### config.mk
export PLATFORM = sky130hd
export DESIGN_NAME = approx_error_sweeper
export DESIGN_NICKNAME = d
export VERILOG_FILES = /design/src/rtl/approx_eval_pkg.sv /design/src/rtl/approx_abs_err.sv /design/src/rtl/approx_error_sweeper.sv
export SDC_FILE = /design/constraint.sdc
export NUM_CORES = 1
export LEC_CHECK = 0
export ABC_AREA = 1
export BUFFER_PORTS_ARGS = -buffer_cell sky130_fd_sc_hd__buf_2
export CAP_MARGIN = 10
export CORE_MARGIN = 2
export CORE_UTILIZATION = 48
export DETAILED_ROUTE_END_ITERATION = 10
export PLACE_DENSITY = 0.75
export REMOVE_ABC_BUFFERS = 1
export SYNTH_ARGS = -nofsm -noshare
export SYNTH_HDL_FRONTEND = slang
export SYNTH_SLANG_ARGS = --single-unit
export TNS_END_PERCENT = 50
### constraint.sdc
create_clock -name clk -period 3 [get_ports clk]
set_input_delay 0.6 -clock clk [delete_from_list [all_inputs] [get_ports clk]]
set_output_delay 0.6 -clock clk [all_outputs]
set_load 0.01 [all_outputs]
### src/rtl/approx_eval_pkg.sv
// Shared types and sizing helpers for the approximate-circuit evaluation blocks.
// Latency: n/a (declarations only).
// Backpressure: n/a.
package approx_eval_pkg;

   // Default circuit geometry and error threshold for the sweeper.
   localparam int DEF_N_IN  = 4;
   localparam int DEF_N_OUT = 3;
   localparam int DEF_ET    = 3;

   // Sizes derived from the default geometry.
   localparam int VEC_COUNT = 1 << DEF_N_IN;
   localparam int SUM_W     = DEF_N_OUT + DEF_N_IN;
   localparam int CNT_W     = DEF_N_IN + 1;

   // Sweep controller states.
   typedef enum logic [1:0] {
      ST_IDLE  = 2'd0,
      ST_SWEEP = 2'd1,
      ST_DONE  = 2'd2
   } sweep_state_t;

   // Error sum can reach (2^n_out - 1) * 2^n_in, so n_out + n_in bits suffice.
   function automatic int sum_width(input int n_in, input int n_out);
      return n_out + n_in;
   endfunction

   // Mismatch count can reach 2^n_in, which needs one extra bit.
   function automatic int cnt_width(input int n_in);
      return n_in + 1;
   endfunction

endpackage

### src/rtl/approx_abs_err.sv
// Absolute difference of two unsigned N_OUT-bit values, plus a non-zero flag.
// Latency: purely combinational.
// Backpressure: none; output follows inputs.
module approx_abs_err #(
   parameter int N_OUT = 3
) (
   input  logic [N_OUT-1:0] a,
   input  logic [N_OUT-1:0] b,
   output logic [N_OUT-1:0] mag,
   output logic             nz
);

   logic [N_OUT:0] diff;
   logic [N_OUT:0] mag_full;

   // Difference is one bit wider so the sign is never lost; negate when negative.
   assign diff     = {1'b0, a} - {1'b0, b};
   assign mag_full = diff[N_OUT] ? (~diff + 1'b1) : diff;
   assign mag      = mag_full[N_OUT-1:0];
   assign nz       = |diff;

endmodule

### src/rtl/approx_error_sweeper.sv
// Sweeps all 2^N_IN vectors through an exact/approx pair and accumulates error stats.
// Latency: done pulses 2^N_IN+1 cycles after start is sampled; one IDLE cycle between sweeps.
// Backpressure: none; start is ignored while sweeping or reporting.
module approx_error_sweeper
   import approx_eval_pkg::*;
#(
   parameter int N_IN  = DEF_N_IN,
   parameter int N_OUT = DEF_N_OUT,
   parameter int ET    = DEF_ET
) (
   input  logic                              clk,
   input  logic                              rst_n,
   input  logic                              start,
   output logic [N_IN-1:0]                   stim_o,
   input  logic [N_OUT-1:0]                  exact_i,
   input  logic [N_OUT-1:0]                  approx_i,
   output logic                              busy,
   output logic                              done,
   output logic [N_OUT-1:0]                  max_err,
   output logic [N_IN-1:0]                   worst_vec,
   output logic [cnt_width(N_IN)-1:0]        err_count,
   output logic [sum_width(N_IN, N_OUT)-1:0] err_sum,
   output logic                              pass
);

   localparam int SW = sum_width(N_IN, N_OUT);
   localparam int CW = cnt_width(N_IN);

   sweep_state_t     state;
   logic [N_OUT-1:0] cur_err;
   logic             cur_nz;

   approx_abs_err #(.N_OUT(N_OUT)) u_abs_err (
      .a   (exact_i),
      .b   (approx_i),
      .mag (cur_err),
      .nz  (cur_nz)
   );

   // Threshold check is inclusive and read straight off the held worst error.
   assign pass = (int'(max_err) <= ET);

   // Controller, stimulus counter and accumulators; all outputs registered here.
   always_ff @(posedge clk) begin
      if (!rst_n) begin
         state     <= ST_IDLE;
         stim_o    <= '0;
         busy      <= 1'b0;
         done      <= 1'b0;
         max_err   <= '0;
         worst_vec <= '0;
         err_count <= '0;
         err_sum   <= '0;
      end else begin
         case (state)
            ST_IDLE: begin
               done <= 1'b0;
               if (start) begin
                  state     <= ST_SWEEP;
                  busy      <= 1'b1;
                  stim_o    <= '0;
                  max_err   <= '0;
                  worst_vec <= '0;
                  err_count <= '0;
                  err_sum   <= '0;
               end
            end
            ST_SWEEP: begin
               // Strict compare so a tie keeps the earlier vector.
               if (cur_err > max_err) begin
                  max_err   <= cur_err;
                  worst_vec <= stim_o;
               end
               err_count <= err_count + CW'(cur_nz);
               err_sum   <= err_sum + SW'(cur_err);
               stim_o    <= stim_o + 1'b1;
               if (&stim_o) begin
                  state <= ST_DONE;
                  busy  <= 1'b0;
                  done  <= 1'b1;
               end
            end
            ST_DONE: begin
               done  <= 1'b0;
               state <= ST_IDLE;
            end
            default: begin
               state <= ST_IDLE;
               busy  <= 1'b0;
               done  <= 1'b0;
            end
         endcase
      end
   end

endmodule

==> results of run 1 <==
## cell families (layout without fill, tap and decap cells)
kind of cell               Yosys count  after routing  share of synthesized area [%]
and+or+nand+nor                     92             92                          26.21
AOI/OAI and AO/OA                   37             37                          14.82
buffers and inverters               34             73                          9.499
DFF                                 27             27                          35.38
adders and majority gates           16             16                          14.09
## Yosys cell counts
cell      number
a211oi_1       2
nand4_1        2
dfxtp_1       27
a21oi_1       16
nand3b_1       1
nor2_4         1
nand2_1       44
clkbuf_2       1
inv_1         26
nor2_1        25
buf_2          1
and2_1         1
nand2_2        1
ha_1          14
o21ai_4        1
nor3_1         1
a22oi_1        6
o21ai_0        6
o21ai_1        5
nand3_1       13
buf_6          2
nand2_4        1
a221oi_2       1
nand3_2        1
nor2_2         1
inv_2          3
clkinv_1       1
fa_1           2
## where the power goes
group | switching [mW] | leakage (nW) | total (mW) | internal [mW]
registers | 0.0241 | 0.220 | 0.413 | 0.389
clock network | 0.106 | 0.0150 | 0.158 | 0.0521
logic | 0.184 | 0.652 | 0.311 | 0.127
## registers in the layout, indices dropped and copies added (netlist names)
register and cells:
err_sum 7, err_count 5, stim_o 4, worst_vec 4, max_err 3, state 2, busy 1, done 1
## timing repair
| action | in CTS | in global routing |
|---|---|---|
| resized for setup | 0 | 1 |
| setup endpoints to repair | 0 | 3 |
| hold endpoints to repair | 0 | 0 |
## per-stage QoR
step | instance area [um^2] | setup TNS, ns
after global placement | 1758 | -0.7278
final | 1788 | 0
after detailed placement | 1758 | -1.087
after CTS | 1784 | 0
after floorplan | 1495 | 0
after global routing | 1788 | 0
## layer usage
layer  global-route usage, %  vias up  share of wire (%)
li1                        -      752                  -
met1                   26.09      625                 50
met2                   30.28       32                 45
met3                   1.919        2                4.1
met4                   5.590        0               0.60
met5                       0        -                  0
## cell type report
| cell class | count | area, um^2 |
|---|---|---|
| Sequential cell | 27 | 540.5 |
| Timing Repair Buffer | 39 | 207.7 |
| Multi-Input combinational cell | 145 | 845.8 |
| Clock buffer | 4 | 26.28 |
| Inverter | 30 | 112.6 |
| Tap cell | 44 | 55.05 |
| Fill cell | 315 | 1240 |
## worst register-to-register path: cells and delay by family, from the launching register on
family	cells	cell delay (ns)
fa+ha+maj	2	0.63
flops	1	0.36
simple gates	4	0.28
compound gates	1	0.20
## final timing paths
check / startpoint / end / cells after the start
max: exact_i[0] / worst_vec[0] / 19
min: done / done / 2
max reg2reg: err_sum[0] / err_sum[4] / 7
min reg2reg: done / done / 2
==> results.txt, run 1 <==
Status: complete, no violations
TritonCTS clock tree: yes
Slew headroom: 69.77%
Num CTS Buffers: 3
Largest fanout on the critical path: 10
Critical path, cell by cell: buf_2, inv_1, ha_1, inv_1, fa_1, inv_1, ha_1, inv_1, nand3_1, and2_1, ha_1, nand2_1, nor2_1, nor2_2, nand2_2, nand2_4, inv_2, nor2_1, nor2_1
CTS sink count: 27
Final routed DRC violation total: 0
CTS Root Cell: clkbuf_4
Initial antenna violation count: 0
Pre-CTS setup slack: -0.1476 ns
Synth Instances: 206
Final Instance Count excl. Fillers: 289
Initial Util: 50.45%
Cell Rows: 20
Chip Width: 60.42 um
Startpoint types: input pin
Most frequent CP cell: inv_1
Total wire length: 3.152 mm
Min cycle time layout: 2.782 ns
Skew final: 0.004984 ns
Ports: 35
H-tree levels: 1
Hold Violations, Final: 0
R2R setup slack: 1.46 ns
Clock slew at reported path FFs: 0.14 ns
DR WL/cell: 10.91 um
Fin. max-slew vios: 0
Number of global-route vias before repair: 1214
Total GRT Usage: 18.55%
Die ar.: 0.003650 mm^2
Worst Path Class, Setup: input pin to flop
Pleak: 0.8871 nW
Antenna fix cells: 0
Hold-fix buffers at CTS: 0
Avg Inst Size Synth: 7.416 um^2
Worst Path Buf+Inv: 6
Core Region: 0.003028 mm^2
Placed insts: 285
Post-Syn Area: 0.001528 mm^2
Post-DP HPWL: 2.406 mm
PortBufs: 34
Commonest cells after routing, fill and taps aside: 44 x nand2_1, 34 x buf_2, 27 x dfxtp_1, 26 x inv_1, 25 x nor2_1
Critical path's largest stage delay: 0.48 ns
Area grow syn2layout: 17.03%
Critical path arrival: 3.02 ns
GPL Wtd Cong: 0.8276
Max Fclk: 359.4 MHz
Synth area leaders: dfxtp_1 35%, ha_1 11%, nand2_1 11%
Leading area contributor after synthesis: dfxtp_1
Die H: 60.42 um
Setup WS post-layout: 0.2179 ns
CTS max path bufs: 2
Crit end category: flop
DRT iter0 DRCs: 36
Post-synth top area share: 35.38%
FF+latch count, synth: 27
Setup violators final: 0
Unique masters post-synth: 28
RSZ-0062 raised after global routing: no
Fin util: 59.05%
PD cells: 493.5 mW/mm^2
Commonest non-fill, non-tap cell in the layout: nand2_1
Post-CTS setup buffers: 0
Via count: 1411
Hold_ws: 0.4633 ns
Largest net degree at the start of global routing: 20
Synth Warn #: 0
Drt via density: 4.882
Least-Margin Pin Slew: 0.4524 ns
Min-Delay Path Class: flop to flop
Grt ovf: 0
Worst-Skew Late Latency: 0.32 ns
CP delay by family, top: adder cells
Maximum vdd drop: 0.2632 mV
Overall Power: 0.8824 mW
Layout cells sized above 1: 21.63%
Post-route ant nets: 0
Fin crit share: 92.74%
Drt pass-1 iters: 4
Net count, final: 271
Max stage delay cell, worst path: fa_1
Max-capacitance violation count: 0
Global-route wire length before repair: 5.195 mm
Register area share after synthesis: 35.38%
CP Data Required Time: 3.24 ns
(Power assumes the default switching activity.)
==> run 2, diff against run 1 <==
Settings changed: CORE_UTILIZATION 48 to 50, CTS_BUF_LIST from default to sky130_fd_sc_hd__clkbuf_4, PLACE_DENSITY 0.75 to 0.78.
==> run 2 against run 1 <==
Sequential share of layout area grew 0.30 points; via count is the same; highest routed layer unchanged; clock power grew 11%; worst setup slack lost 0.023 ns.
==> results.txt, run 2 (synthesis results as in run 1) <==
CTS max path bufs: 2
Met3 usage: 2.620%
PortBufs: 34
Max-capacitance violation count: 0
Most flops, register: err_sum
CP Data Required Time: 3.25 ns
Layout cells sized above 1: 22.13%
Via count: 1411
Fin Setup TNS: 0 ns
Pleak: 0.8838 nW
Cell Rows: 20
Max Fclk: 356.5 MHz
Hold-fix buffers at CTS: 0
Global-route wire length before repair: 5.582 mm
CTS sink count: 27
Maximum vdd drop: 0.3162 mV
Drt pass-1 iters: 4
Status: complete, no violations
Post-route ant nets: 0
H-tree levels: 1
Chip Width: 59.28 um
Commonest cells after routing, fill and taps aside: 44 x nand2_1, 34 x buf_2, 27 x dfxtp_1, 26 x inv_1, 25 x nor2_1
Core Region: 0.002978 mm^2
Clock slew at reported path FFs: 0.15 ns
Setup violators final: 0
Die H: 59.28 um
Total wire length: 3.292 mm
Largest net degree at the start of global routing: 20
TritonCTS clock tree: yes
Total GRT Usage: 20.66%
DRT iter0 DRCs: 65
Fin crit share: 93.50%
Post-DP HPWL: 2.439 mm
DR WL/cell: 11.88 um
Largest fanout on the critical path: 5
PD cells: 512.6 mW/mm^2
Fin. max-slew vios: 0
Area grow syn2layout: 15.89%
Min-Delay Path Class: flop to flop
CTS Root Cell: clkbuf_4
Skew final: 0.009465 ns
Met2 usage: 33.59%
Critical path arrival: 3.05 ns
Final routed DRC violation total: 0
Worst-Skew Late Latency: 0.34 ns
GPL Wtd Cong: 0.7906
Hold Violations, Final: 0
Net count, final: 270
Startpoint types: input pin
Hold_ws: 0.4635 ns
Antenna fix cells: 0
Slew headroom: 69.94%
Ports: 35
Grt ovf: 0
Initial antenna violation count: 0
Number of global-route vias before repair: 1290
Post-CTS setup buffers: 0
Initial Util: 51.30%
Top flop regs: err_sum: 7 flops, err_count: 5 flops
Drt via density: 5.094
Die ar.: 0.003514 mm^2
Flip-flop count of the largest register after layout: 7
Worst Path Class, Setup: input pin to flop
Met1 usage: 28.01%
Least-Margin Pin Slew: 0.4498 ns
Commonest non-fill, non-tap cell in the layout: nand2_1
Min cycle time layout: 2.805 ns
Crit end category: flop
Busiest grt layer: met2
Num CTS Buffers: 3
==> run 2: cell types whose count changed in the layout (fill, tap and decap cells not counted), sizes merged <==
cell / before / now
nand2: 46 / 47
buf: 39 / 37
==> run 2: final cells by class <==
class	count	area [um^2]
clock buffer	4	30.03
fill	296	1207
inverter	30	112.6
multi-input combinational	146	853.3
sequential	27	540.5
tap	33	41.29
timing repair buffer	37	192.7
==> run 2: worst paths after layout <==
path	start	slack, ns	depth (start not counted)	end
worst min register to register	done	0.46	2	done
worst max register to register	err_sum[0]	1.44	7	err_sum[4]
worst min-delay path	done	0.46	2	done
worst max-delay path	exact_i[0]	0.20	19	worst_vec[0]
==> run 2: per-stage QoR <==
stage                     setup WS (ns)  utilization, %  area, um^2  total power, mW  cells
after floorplan                  0.1385               -        1495           0.6280    202
after global placement         -0.09391           58.07        1729           0.7183    272
after detailed placement        -0.1502           58.07        1729           0.7284    272
after CTS                        0.2014           59.08        1759           0.9019    276
after global routing          -0.002745           59.45        1770           0.9729    277
final                            0.1951           59.45        1770           0.9075    277
==> run 2: critical path, cell delays in order <==
cell and delay, ns:
buf_2 0.10, inv_1 0.04, ha_1 0.13, inv_1 0.05, fa_1 0.47, inv_1 0.05, ha_1 0.28, inv_1 0.05
nand3_1 0.09, and2_2 0.24, ha_1 0.29, nand2_1 0.06, nor2_1 0.04, nor2_2 0.10, nand2_2 0.11, nand2_4 0.11
inv_2 0.06, nor2_1 0.10, nor2_1 0.06
==> run 2: repair_timing <==
| item | CTS | global route |
|---|---|---|
| endpoints found under the setup margin | 0 | 1 |
| resized for setup | 0 | 2 |
| hold endpoints to repair | 0 | 0 |
==> run 2: power breakdown <==
part	switching, mW	internal (mW)
clock	0.114	0.0613
combinational	0.192	0.126
sequential	0.0241	0.389
total	0.331	0.577
==> run 2: per-layer routing <==
metal	up-vias	share of wire (%)
met3	5	4.5
met1	626	49
met5	-	0
li1	747	-
met4	0	1.5
met2	33	45
==> run 3, diff against run 2 <==
Settings changed: CORE_UTILIZATION 50 to 23, PLACE_DENSITY 0.78 to default.
==> run 3 against run 2 <==
Worst setup slack improved by 0.020 ns; global-route usage decreased by 11 points; combinational power is 3% lower; hold slack barely moved; clock-buffer cell count unchanged; clock power is 2% lower; final area increased by 3.1%; non-clock buffer count increased by 1; critical path type unchanged; largest power group unchanged.
==> results.txt, run 3 (synthesis results as in run 1) <==
Status: complete, no violations
Net count, final: 270
Global-route wire length before repair: 5.975 mm
Hold_ws: 0.4631 ns
RSZ-0062 raised after global routing: no
Max-capacitance violation count: 0
Commonest non-fill, non-tap cell in the layout: nand2_1
Post-CTS setup buffers: 0
Commonest cells after routing, fill and taps aside: 44 x nand2_1, 34 x buf_2, 27 x dfxtp_1, 26 x inv_1, 25 x nor2_1
Pre-CTS setup slack: -0.1500 ns
Startpoint types: input pin
Total GRT Usage: 10.00%
Core Region: 0.006386 mm^2
Post-DP HPWL: 2.601 mm
Clock slew at reported path FFs: 0.15 ns
CP Data Required Time: 3.25 ns
Final routed DRC violation total: 0
PortBufs: 34
Ports: 35
Hold Violations, Final: 0
Hold-fix buffers at CTS: 0
Multi-input gate area: 845.8 um^2
Largest fanout on the critical path: 10
Cell Rows: 29
PD cells: 489.8 mW/mm^2
Num CTS Buffers: 3
Fin. max-slew vios: 0
Least-Margin Pin Slew: 0.4709 ns
CTS Root Cell: clkbuf_4
Grt ovf: 0
Number of global-route vias before repair: 1297
Layout cells sized above 1: 21.72%
Maximum vdd drop: 0.2332 mV
Min cycle time layout: 2.785 ns
Skew final: 0.003292 ns
Initial Util: 23.92%
Crit end category: flop
H-tree levels: 1
Pleak: 0.8852 nW
Flip-flop count of the largest register after layout: 7
Largest net degree at the start of global routing: 20
Fin crit share: 92.82%
Die H: 85.50 um
Initial antenna violation count: 0
Setup violators final: 0
TritonCTS clock tree: yes
Seq. cell area: 540.5 um^2
Chip Width: 85.50 um
Slew headroom: 68.53%
Max Fclk: 359.1 MHz
Critical path arrival: 3.03 ns
GPL Wtd Cong: 0.7660
Filler instances: 723
PostCTS Resize Cnt: 0
Post-route ant nets: 0
Most flops, register: err_sum
Total wire length: 3.462 mm
DRT iter0 DRCs: 83
Top flop regs: err_sum: 7 flops, err_count: 5 flops
Antenna fix cells: 0
Drt pass-1 iters: 4
Via count: 1423
Worst-Skew Late Latency: 0.33 ns
Drt via density: 4.433
DR WL/cell: 10.79 um
Worst Path Class, Setup: input pin to flop
CTS sink count: 27
Area grow syn2layout: 19.49%
Setup WS post-layout: 0.2155 ns
Min-Delay Path Class: flop to flop
Die ar.: 0.007310 mm^2
CTS max path bufs: 2
[run 3: changes by cell type in the layout (fill, tap and decap cells not counted), sizes merged]
cell,change
nand2,-1
buf,+1
[run 3: critical path: stages]
cell and delay (ns):
buf_2 0.09, inv_1 0.04, ha_1 0.13, inv_1 0.06, fa_1 0.47, inv_1 0.05, ha_1 0.28, inv_1 0.05
nand3_1 0.08, and2_1 0.23, ha_1 0.31, nand2_1 0.07, nor2_1 0.04, nor2_2 0.10, nand2_2 0.09, nand2_4 0.13
inv_2 0.06, nor2_1 0.09, nor2_1 0.05
[run 3: layout make-up]
cell class,count,share of cell area [%]
well taps,77,5.278
clock buffers,4,1.645
flip-flops and latches,27,29.61
inverters,30,6.169
repair buffers,38,10.97
multi-input cells,145,46.33
[run 3: metrics by stage]
step	instance area, um^2	setup TNS, ns	power (mW)	cells	utilization (%)
2_1_floorplan	1495	0	0.6280	202	-
3_3_place_gp	1792	-1.009	0.7271	317	28.06
3_5_place_dp	1792	-1.236	0.7297	317	28.06
4_1_cts	1822	0	0.9064	321	28.53
5_1_grt	1826	0	0.9706	321	28.59
6_report	1826	0	0.8942	321	28.59
[run 3: path summary, 6_finish.rpt]
kind / slack [ns] / depth (start not counted) / to / startpoint
max: 0.22 / 19 / max_err[0] / exact_i[0]
min reg2reg: 0.46 / 2 / done / done
max reg2reg: 1.48 / 7 / err_sum[4] / err_sum[0]
min: 0.46 / 2 / done / done
[run 3: routing by layer]
layer	wire length [um]	vias up	track usage, %
met5	0	-	0
met4	0	0	2.165
li1	-	755	-
met2	1572	35	15.34
met1	1723	633	14.05
met3	167	0	2.791
[run 3: power breakdown]
group / internal (mW) / switching [mW] / leakage [nW]
combinational: 0.125 / 0.186 / 0.647
clock: 0.0612 / 0.111 / 0.0184
sequential: 0.389 / 0.0224 / 0.220
